## src/rtl/up_counter_sched_pkg.sv

```systemverilog
// up_counter_sched_pkg: shared state encoding and default sizing for the counter scheduler.
package up_counter_sched_pkg;
    typedef enum logic [1:0] {IDLE, RUN, DONE} state_e;
    localparam int DEF_WIDTH = 4;
    localparam int DEF_N_REQ = 2;
endpackage

```

## src/rtl/up_counter_sched_if.sv

```systemverilog
// up_counter_sched_if: requester-side bus of the shared timer scheduler.
interface up_counter_sched_if
    import up_counter_sched_pkg::*;
#(
    parameter int WIDTH = DEF_WIDTH,
    parameter int N_REQ = DEF_N_REQ
);
    logic [N_REQ-1:0]       req;
    logic [N_REQ*WIDTH-1:0] limit;
    logic [N_REQ-1:0]       gnt;
    logic [WIDTH-1:0]       count;
    logic                   busy;
    logic [N_REQ-1:0]       done;
    modport master (output req, limit, input gnt, count, busy, done);
    modport slave  (input req, limit, output gnt, count, busy, done);
endinterface

```

## src/rtl/up_counter_sched_core.sv

```systemverilog
// up_counter_core: up-counter with synchronous clear taking priority over enable.
module up_counter_core #(
    parameter int WIDTH = 4
) (
    input  logic             clk,
    input  logic             rst,
    input  logic             clr_i,
    input  logic             en_i,
    output logic [WIDTH-1:0] count_o
);
    logic [WIDTH-1:0] count_q;
    always_ff @(posedge clk or posedge rst)
        if (rst) count_q <= '0;
        else count_q <= clr_i ? '0 : en_i ? count_q + 1'b1 : count_q;
    assign count_o = count_q;
endmodule

```

## src/rtl/up_counter_sched.sv

```systemverilog
// up_counter_sched: round-robin sharing of one up-counter among N_REQ timer requesters.
module up_counter_sched
    import up_counter_sched_pkg::*;
#(
    parameter int WIDTH = DEF_WIDTH,
    parameter int N_REQ = DEF_N_REQ
) (
    input logic               clk,
    input logic               rst,
    up_counter_sched_if.slave bus
);
    localparam int IW = $clog2(N_REQ);
    state_e           state_q, state_d;
    logic [IW-1:0]    owner_q, owner_d, rr_q, rr_d, pick, owner_nx;
    logic [WIDTH-1:0] limit_q, limit_d, cnt;
    logic [N_REQ-1:0] gnt_q, gnt_d, done_q, done_d;
    logic             clr, en, abort, match;

    // first requester at or above ptr, wrapping; lowest offset wins
    function automatic logic [IW-1:0] rr_pick(input logic [N_REQ-1:0] r, input logic [IW-1:0] ptr);
        rr_pick = ptr;
        for (int k = N_REQ - 1; k >= 0; k--)
            if (r[(int'(ptr) + k) % N_REQ]) rr_pick = IW'((int'(ptr) + k) % N_REQ);
    endfunction

    assign pick     = rr_pick(bus.req, rr_q);
    assign owner_nx = (owner_q == IW'(N_REQ - 1)) ? '0 : owner_q + 1'b1;
    assign abort    = (state_q == RUN) && !bus.req[owner_q];
    assign match    = (state_q == RUN) && (cnt == limit_q);

    always_ff @(posedge clk or posedge rst)
        if (rst) begin
            state_q <= IDLE;
            owner_q <= '0;
            rr_q    <= '0;
            limit_q <= '0;
            gnt_q   <= '0;
            done_q  <= '0;
        end else begin
            state_q <= state_d;
            owner_q <= owner_d;
            rr_q    <= rr_d;
            limit_q <= limit_d;
            gnt_q   <= gnt_d;
            done_q  <= done_d;
        end

    always_comb begin
        state_d = state_q;
        owner_d = owner_q;
        rr_d    = rr_q;
        limit_d = limit_q;
        if (state_q == IDLE) begin
            if (|bus.req) begin
                state_d = RUN;
                owner_d = pick;
                limit_d = bus.limit[int'(pick)*WIDTH +: WIDTH];
            end
        end else if (state_q == RUN) begin
            if (abort) begin
                state_d = IDLE;
                rr_d    = owner_nx;
            end else if (match) begin
                state_d = DONE;
            end
        end else begin
            state_d = IDLE;
            rr_d    = owner_nx;
        end
    end

    always_comb begin
        gnt_d  = (state_d == RUN) ? (N_REQ'(1) << owner_d) : '0;
        done_d = (match && !abort) ? (N_REQ'(1) << owner_q) : '0;
        clr    = ((state_q == IDLE) && |bus.req) || abort || (state_q == DONE);
        en     = (state_q == RUN) && !abort && !match;
    end

    up_counter_core #(.WIDTH(WIDTH)) u_core (
        .clk    (clk),
        .rst    (rst),
        .clr_i  (clr),
        .en_i   (en),
        .count_o(cnt)
    );

    assign bus.gnt   = gnt_q;
    assign bus.done  = done_q;
    assign bus.count = cnt;
    assign bus.busy  = (state_q != IDLE);
endmodule

```

## src/flat_wrapper.sv

```systemverilog
// flat-port wrapper written by rule: the top's interface ports become plain ports
module up_counter_sched_flat import up_counter_sched_pkg::*;
#(
    parameter int WIDTH = DEF_WIDTH,
    parameter int N_REQ = DEF_N_REQ
)
  (clk, rst, bus_req, bus_limit, bus_gnt, bus_count, bus_busy, bus_done);
  up_counter_sched_if #(.WIDTH(WIDTH), .N_REQ(N_REQ)) bus_i ();
  input logic clk;
  input logic rst;
  input wire logic [$bits(bus_i.req)-1:0] bus_req;
  input wire logic [$bits(bus_i.limit)-1:0] bus_limit;
  output wire logic [$bits(bus_i.gnt)-1:0] bus_gnt;
  output wire logic [$bits(bus_i.count)-1:0] bus_count;
  output wire logic [$bits(bus_i.busy)-1:0] bus_busy;
  output wire logic [$bits(bus_i.done)-1:0] bus_done;
  assign bus_i.req = bus_req;
  assign bus_i.limit = bus_limit;
  assign bus_gnt = bus_i.gnt;
  assign bus_count = bus_i.count;
  assign bus_busy = bus_i.busy;
  assign bus_done = bus_i.done;
  up_counter_sched #(.WIDTH(WIDTH), .N_REQ(N_REQ)) u_core (.clk(clk), .rst(rst), .bus(bus_i));
endmodule
```

## config.mk

```make
export PLATFORM = sky130hd
export DESIGN_NAME = up_counter_sched_flat
export DESIGN_NICKNAME = d
export VERILOG_FILES = /design/src/rtl/up_counter_sched_pkg.sv /design/src/rtl/up_counter_sched_if.sv /design/src/rtl/up_counter_sched_core.sv /design/src/rtl/up_counter_sched.sv /design/src/flat_wrapper.sv
export SDC_FILE = /design/constraint.sdc
export NUM_CORES = 1
export LEC_CHECK = 0
export ABC_CLOCK_PERIOD_IN_PS = 2500
export BUFFER_PORTS_ARGS = -buffer_cell sky130_fd_sc_hd__buf_2
export CORE_UTILIZATION = 53
export DETAILED_ROUTE_END_ITERATION = 12
export GPL_ROUTABILITY_DRIVEN = 0
export PLACE_DENSITY = 0.79
export SLEW_MARGIN = 20
export SYNTH_ARGS = -nofsm -noshare
export SYNTH_HDL_FRONTEND = slang
export SYNTH_SLANG_ARGS = --single-unit
```

## constraint.sdc

```tcl
create_clock -name clk -period 2.5 [get_ports clk]
set_input_delay 0.375 -clock clk [delete_from_list [all_inputs] [get_ports clk]]
set_output_delay 0.375 -clock clk [all_outputs]
set_load 0.01 [all_outputs]
```

==> out/results.txt, run 1 <==
share of synthesized registers carrying an async set or reset - 1.00
PortBufs - 20
Slew Limit Fails - 0
setup ws final - 0.978 ns
Peak VDD IR - 0.692 mV
Leakage - 0.502 nW
Remaining DRCs - 0
Clock Latency Late Sink - 0.29 ns
clock root buffer - clkbuf_4
Yosys reg bits - 16
Avg WL per Cell - 12.4 µm
Setup Fix Bufs, Post-CTS - 0
number of synthesized flops with an enable pin - 0
clk slew on worst S/H paths - 0.10 ns
CTS tree - yes
Setup crit end kind - output port
drt total wl - 1440 µm
fraction of layout cells with a size suffix above 1 - 0.307
CORE AREA - 0.00135 mm²
Die ar. - 0.00165 mm²
Avg Cell Area, Syn - 10.3 µm²
total gr overflow - 0
ys flop type - dfrtp_1
post-route ant nets - 0
Placement Setup Slack - 1.08 ns
router iterations before antenna repair - 4
number of cells on the worst reg-to-reg path - 4
Final #Nets - 115
dpl cells - 112
chip width - 40.6 µm
post-DP HPWL - 1040 µm
hold_buf cts - 0
commonest non-fill, non-tap cells in the layout - 20 x buf_2, 16 x dfrtp_1, 11 x nand2_1
Cell Count, Final, Fillers Out - 116
worst path arrival time - 1.15 ns
yosys warns - 0
critical path peak fanout - 5
commonest non-fill, non-tap cell in the layout - buf_2
DR vias/cell - 5.45
Clock Sinks - 16
Fmax achieved - 657 MHz
initial antenna violation count - 0
# rows - 13
ant diodes - 0
vias in the first global route - 593
PwrDens - 1120 mW/mm²
post_cts resized - 0
unique cell type count in the Yosys netlist - 26
# H-tree levels - 1
die span in y - 40.6 µm
Initial Util - 0.586
Hold Violations, Final - 0
GRT Util Overall - 0.231
Crit-path slowest cell - dfrtp_1
hold crit path type - primary input to asynchronous set/reset pin
Longest Clk Path Bufs - 2
Syn Nets - 90
max-cap check violation count - 0
synthesized area - 791 µm²
Critical Path Start Type - register
final instance area - 950 µm²
dpl cell area - 913 µm²
Slew headroom - 0.600
pin count of the biggest net entering global routing - 17
Seq/Total Area, Yosys - 0.506
final worst-path cycle share - 0.609
Tot Pwr - 1.06 mW
worst setup path class - register to output port
via count - 632
CP required - 2.12 ns
RSZ-0062 raised after global routing - no
initial DRC count - 14
fin crit period - 1.52 ns
first-pass GRT wire length - 2420 µm
outcome - completed
final setup vio count - 0
Layout area overhead - 20.1%
CTS Buf Count - 3
setup_tns - 0 ns
Clock Skews - 0.00568 ns
Ports - 21
slowest stage delay, CP - 0.42 ns
crit-path cells - nor2_1 > inv_1 > buf_2
worst slew pin tran - 0.600 ns
post-synthesis cell count - 77
-- critical path: cells and delay by family, from the launching register on --
kind                   cells  cell delay (ns)
AND/OR/NAND/NOR            1             0.23
flip-flops                 1             0.42
buffers and inverters      2             0.20
-- cell usage after synthesis, types with 2 or more instances --
library cell   n  area share
mux2i_1        7       0.089
a21oi_1        4       0.025
dfrtp_1       16        0.51
nand3_1        2       0.013
inv_1          5       0.024
nor2_1         3       0.014
and3_1         2       0.016
o21ai_0        7       0.044
nand2_1       11       0.052
xnor2_1        4       0.044
-- report_power, final --
group / internal (mW) / switching [mW] / leakage (nW) / total [mW]
clock: 0.0888 / 0.0878 / 0.0210 / 0.177
sequential: 0.351 / 0.0823 / 0.206 / 0.434
combinational: 0.196 / 0.254 / 0.275 / 0.449
total: 0.636 / 0.424 / 0.502 / 1.06
-- metrics by stage --
stage / hold slack, ns / utilization
after detailed placement: 0.475 / 0.677
final: 0.132 / 0.703
after CTS: 0.159 / 0.703
after floorplan: 0.289 / -
after global placement: 0.465 / 0.677
after global routing: 0.205 / 0.703
-- flip-flops by register name, indices dropped and copies added (netlist names) --
| signal | cells |
|---|---|
| u_core.limit_q | 4 |
| u_core.rr_q | 1 |
| u_core.owner_q | 1 |
| u_core.bus.done | 2 |
| u_core.u_core.count_o | 4 |
| u_core.bus.gnt | 2 |
| u_core.state_q | 2 |
-- layout make-up --
class | count | area (µm²)
Fill cell | 110 | 400
Timing Repair Buffer | 21 | 108
Tap cell | 15 | 18.8
Sequential cell | 16 | 400
Clock buffer | 4 | 36.3
Multi-Input combinational cell | 55 | 368
Inverter | 5 | 18.8
-- per-layer routing --
metal  track usage  vias up  part of all wire
li1              -      313                 -
met3        0.0652        2             0.050
met4        0.0833        0             0.012
met1         0.300      291              0.50
met2         0.365       26              0.44
met5             0        -                 0
-- final timing paths --
| check | to | from | slack [ns] |
|---|---|---|---|
| worst max-delay path | bus_busy | u_core.state_q[0] | 0.98 |
| max in group asynchronous | u_core.u_core.count_o[2] | rst | 1.98 |
| worst max register to register | u_core.bus.done[0] | u_core.u_core.count_o[0] | 1.10 |
| worst min-delay path | u_core.bus.gnt[1] | rst | 0.13 |
| min in group clk | u_core.bus.done[1] | bus_req[1] | 0.35 |
| worst min register to register | u_core.limit_q[1] | u_core.limit_q[1] | 0.52 |
-- kinds of logic (layout without fill, tap and decap cells) --
logic type                 Yosys count  after routing  share of synthesized area
adders and majority gates            1              1                     0.0158
DFF                                 16             16                      0.506
buffers and inverters                6             30                     0.0285
xor gates and xnor gates             4              4                     0.0443
muxes                                8              8                      0.106
AOI/OAI and AO/OA                   16             16                      0.125
and+or+nand+nor                     26             26                      0.174
Note: power is estimated with default switching activity, not from simulation.
==> run 2, diff against run 1 <==
ABC_AREA = 1   (was default)
ABC_CLOCK_PERIOD_IN_PS = 1330   (was 2500)
CORE_UTILIZATION = 45   (was 53)
PLACE_DENSITY = 0.71   (was 0.79)
clock period = 1.33 ns   (was 2.5 ns; I/O delays follow)
==> run 2 against run 1 <==
Via count increased by 24%; global-route usage down 2.3 points; area after synthesis grew 6.6%; first-iteration DRC count shrank 57%; clock skew barely moved; non-clock buffer count up 8; setup slack worse by 0.92 ns; final area grew 15%; critical endpoint is now u_core.state_q[1]; highest routed layer unchanged.
==> out/results.txt, run 2 <==
critical path peak fanout - 6
clk slew on worst S/H paths - 0.10 ns
PortBufs - 20
worst slew pin tran - 0.269 ns
Initial Util - 0.483
Placement Setup Slack - 0.0856 ns
Reg area - 402 µm²
synthesized area - 843 µm²
PwrDens - 1950 mW/mm²
Syn Nets - 114
Tot Pwr - 2.13 mW
CORE AREA - 0.00175 mm²
via count - 782
setup ws final - 0.0594 ns
# rows - 15
M1 wire length - 868 µm
unique cell type count in the Yosys netlist - 21
post-route ant nets - 0
dpl cells - 149
worst setup path class - register to register
outcome - completed
fraction of layout cells with a size suffix above 1 - 0.366
commonest non-fill, non-tap cells in the layout - 22 x nand2_1, 20 x buf_2, 15 x dfrtp_1
max-cap check violation count - 0
Layout area overhead - 29.5%
Setup crit end kind - register
Longest Clk Path Bufs - 2
Post-synth top cells - 24 x nand2_1, 16 x dfrtp_1, 12 x inv_1
GRT Util Overall - 0.208
leading area contributor after synthesis - dfrtp_1
drt total wl - 1970 µm
router iterations before antenna repair - 4
Leakage - 0.597 nW
Seq/Total Area, Yosys - 0.475
CTS Buf Count - 3
Hold Violations, Final - 0
ant diodes - 0
Avg Cell Area, Syn - 8.35 µm²
DR vias/cell - 4.92
Die ar. - 0.00205 mm²
Core Util, Final - 0.626
Peak VDD IR - 1.20 mV
vias in the first global route - 706
count leader, synth - nand2_1
Max Used Layer - met4
yosys warns - 0
fin crit period - 1.27 ns
ys flop type - dfrtp_1
initial DRC count - 6
clock root buffer - clkbuf_4
post-synthesis cell count - 101
post-DP HPWL - 1350 µm
Clock Skews - 0.00591 ns
Fmax achieved - 787 MHz
hold_ws - 0.145 ns
final setup vio count - 0
final worst-path cycle share - 0.955
area of the multi-input gates - 400 µm²
CP required - 1.55 ns
number of synthesized flops with an enable pin - 0
first-pass GRT wire length - 2950 µm
die span in y - 45.3 µm
Slew Limit Fails - 0
Clock Latency Late Sink - 0.30 ns
Avg WL per Cell - 12.4 µm
Clock Sinks - 16
hold crit path type - primary input to register
share of synthesized registers carrying an async set or reset - 1.00
commonest non-fill, non-tap cell in the layout - nand2_1
# H-tree levels - 1
chip width - 45.3 µm
Final #Nets - 148
total gr overflow - 0
worst path arrival time - 1.49 ns
Ports - 21
Remaining DRCs - 0
Critical Path Start Type - register
Synth area leaders - dfrtp_1 47%, nand2_1 11%, a21oi_1 5.9%
Slew headroom - 0.819
Yosys top cell area share - 0.475
Filler Cells Inserted - 145
Yosys reg bits - 16
initial antenna violation count - 0
WL met2 - 992 µm
Cell Count, Final, Fillers Out - 159
CTS tree - yes
pin count of the biggest net entering global routing - 17
Met3 Wirelength - 59 µm
==> run 2: worst paths after layout <==
check,start,to,slack (ns),cells past startpoint
max,u_core.u_core.count_o[0],u_core.state_q[1],0.06,7
min,bus_limit[7],u_core.limit_q[3],0.14,3
min in group asynchronous,rst,u_core.limit_q[1],0.43,4
max in group asynchronous,rst,u_core.u_core.count_o[1],0.70,4
min reg2reg,u_core.owner_q,u_core.rr_q,0.53,1
max reg2reg,u_core.u_core.count_o[0],u_core.state_q[1],0.06,7
==> run 2: timing repair <==
item	CTS	global route
hold endpoints to repair	16	0
resized for setup	0	6
hold buffers	1	0
setup endpoints to repair	0	9
buffers inserted	0	5
==> run 2: cell families (layout without fill, tap and decap cells) <==
kind of cell             count (synthesis)  count (layout)  synth area share
AND/OR/NAND/NOR                         51              51             0.295
AO/OA/AOI/OAI                           17              17             0.132
flip-flops                              16              16             0.475
buffers and inverters                   14              47            0.0623
XOR/XNOR                                 2               2            0.0208
adder cells (fa/ha/maj)                  1               1            0.0148
==> run 2: worst max-delay path: stages, from the launching register on <==
cell and delay (ns):
dfrtp_1 0.40, inv_1 0.09, nand2_1 0.06, nand2_1 0.06, nor2_2 0.12, nand3_4 0.12, buf_4 0.16, a21oi_1 0.17
==> run 2: layout make-up <==
type | instances | area share
clock buffers | 4 | 0.0332
well taps | 25 | 0.0286
multi-input cells | 71 | 0.367
repair buffers | 29 | 0.156
inverters | 14 | 0.0481
flip-flops and latches | 16 | 0.368
==> run 2: power breakdown <==
part | total, mW | internal, mW | switching, mW
clock | 0.337 | 0.167 | 0.169
sequential | 0.759 | 0.646 | 0.113
combinational | 1.04 | 0.397 | 0.641
total | 2.13 | 1.21 | 0.924
==> run 2: per-layer routing <==
layer	global-route usage	vias to the layer above
li1	-	400
met1	0.274	359
met2	0.328	18
met3	0.0240	5
met4	0.127	0
met5	0	-
==> run 2: through the flow <==
stage          TNS [ns]  area, µm²
2_1_floorplan         0        843
3_3_place_gp          0        997
3_5_place_dp          0        997
4_1_cts               0       1040
5_1_grt         -0.0122       1090
6_report              0       1090
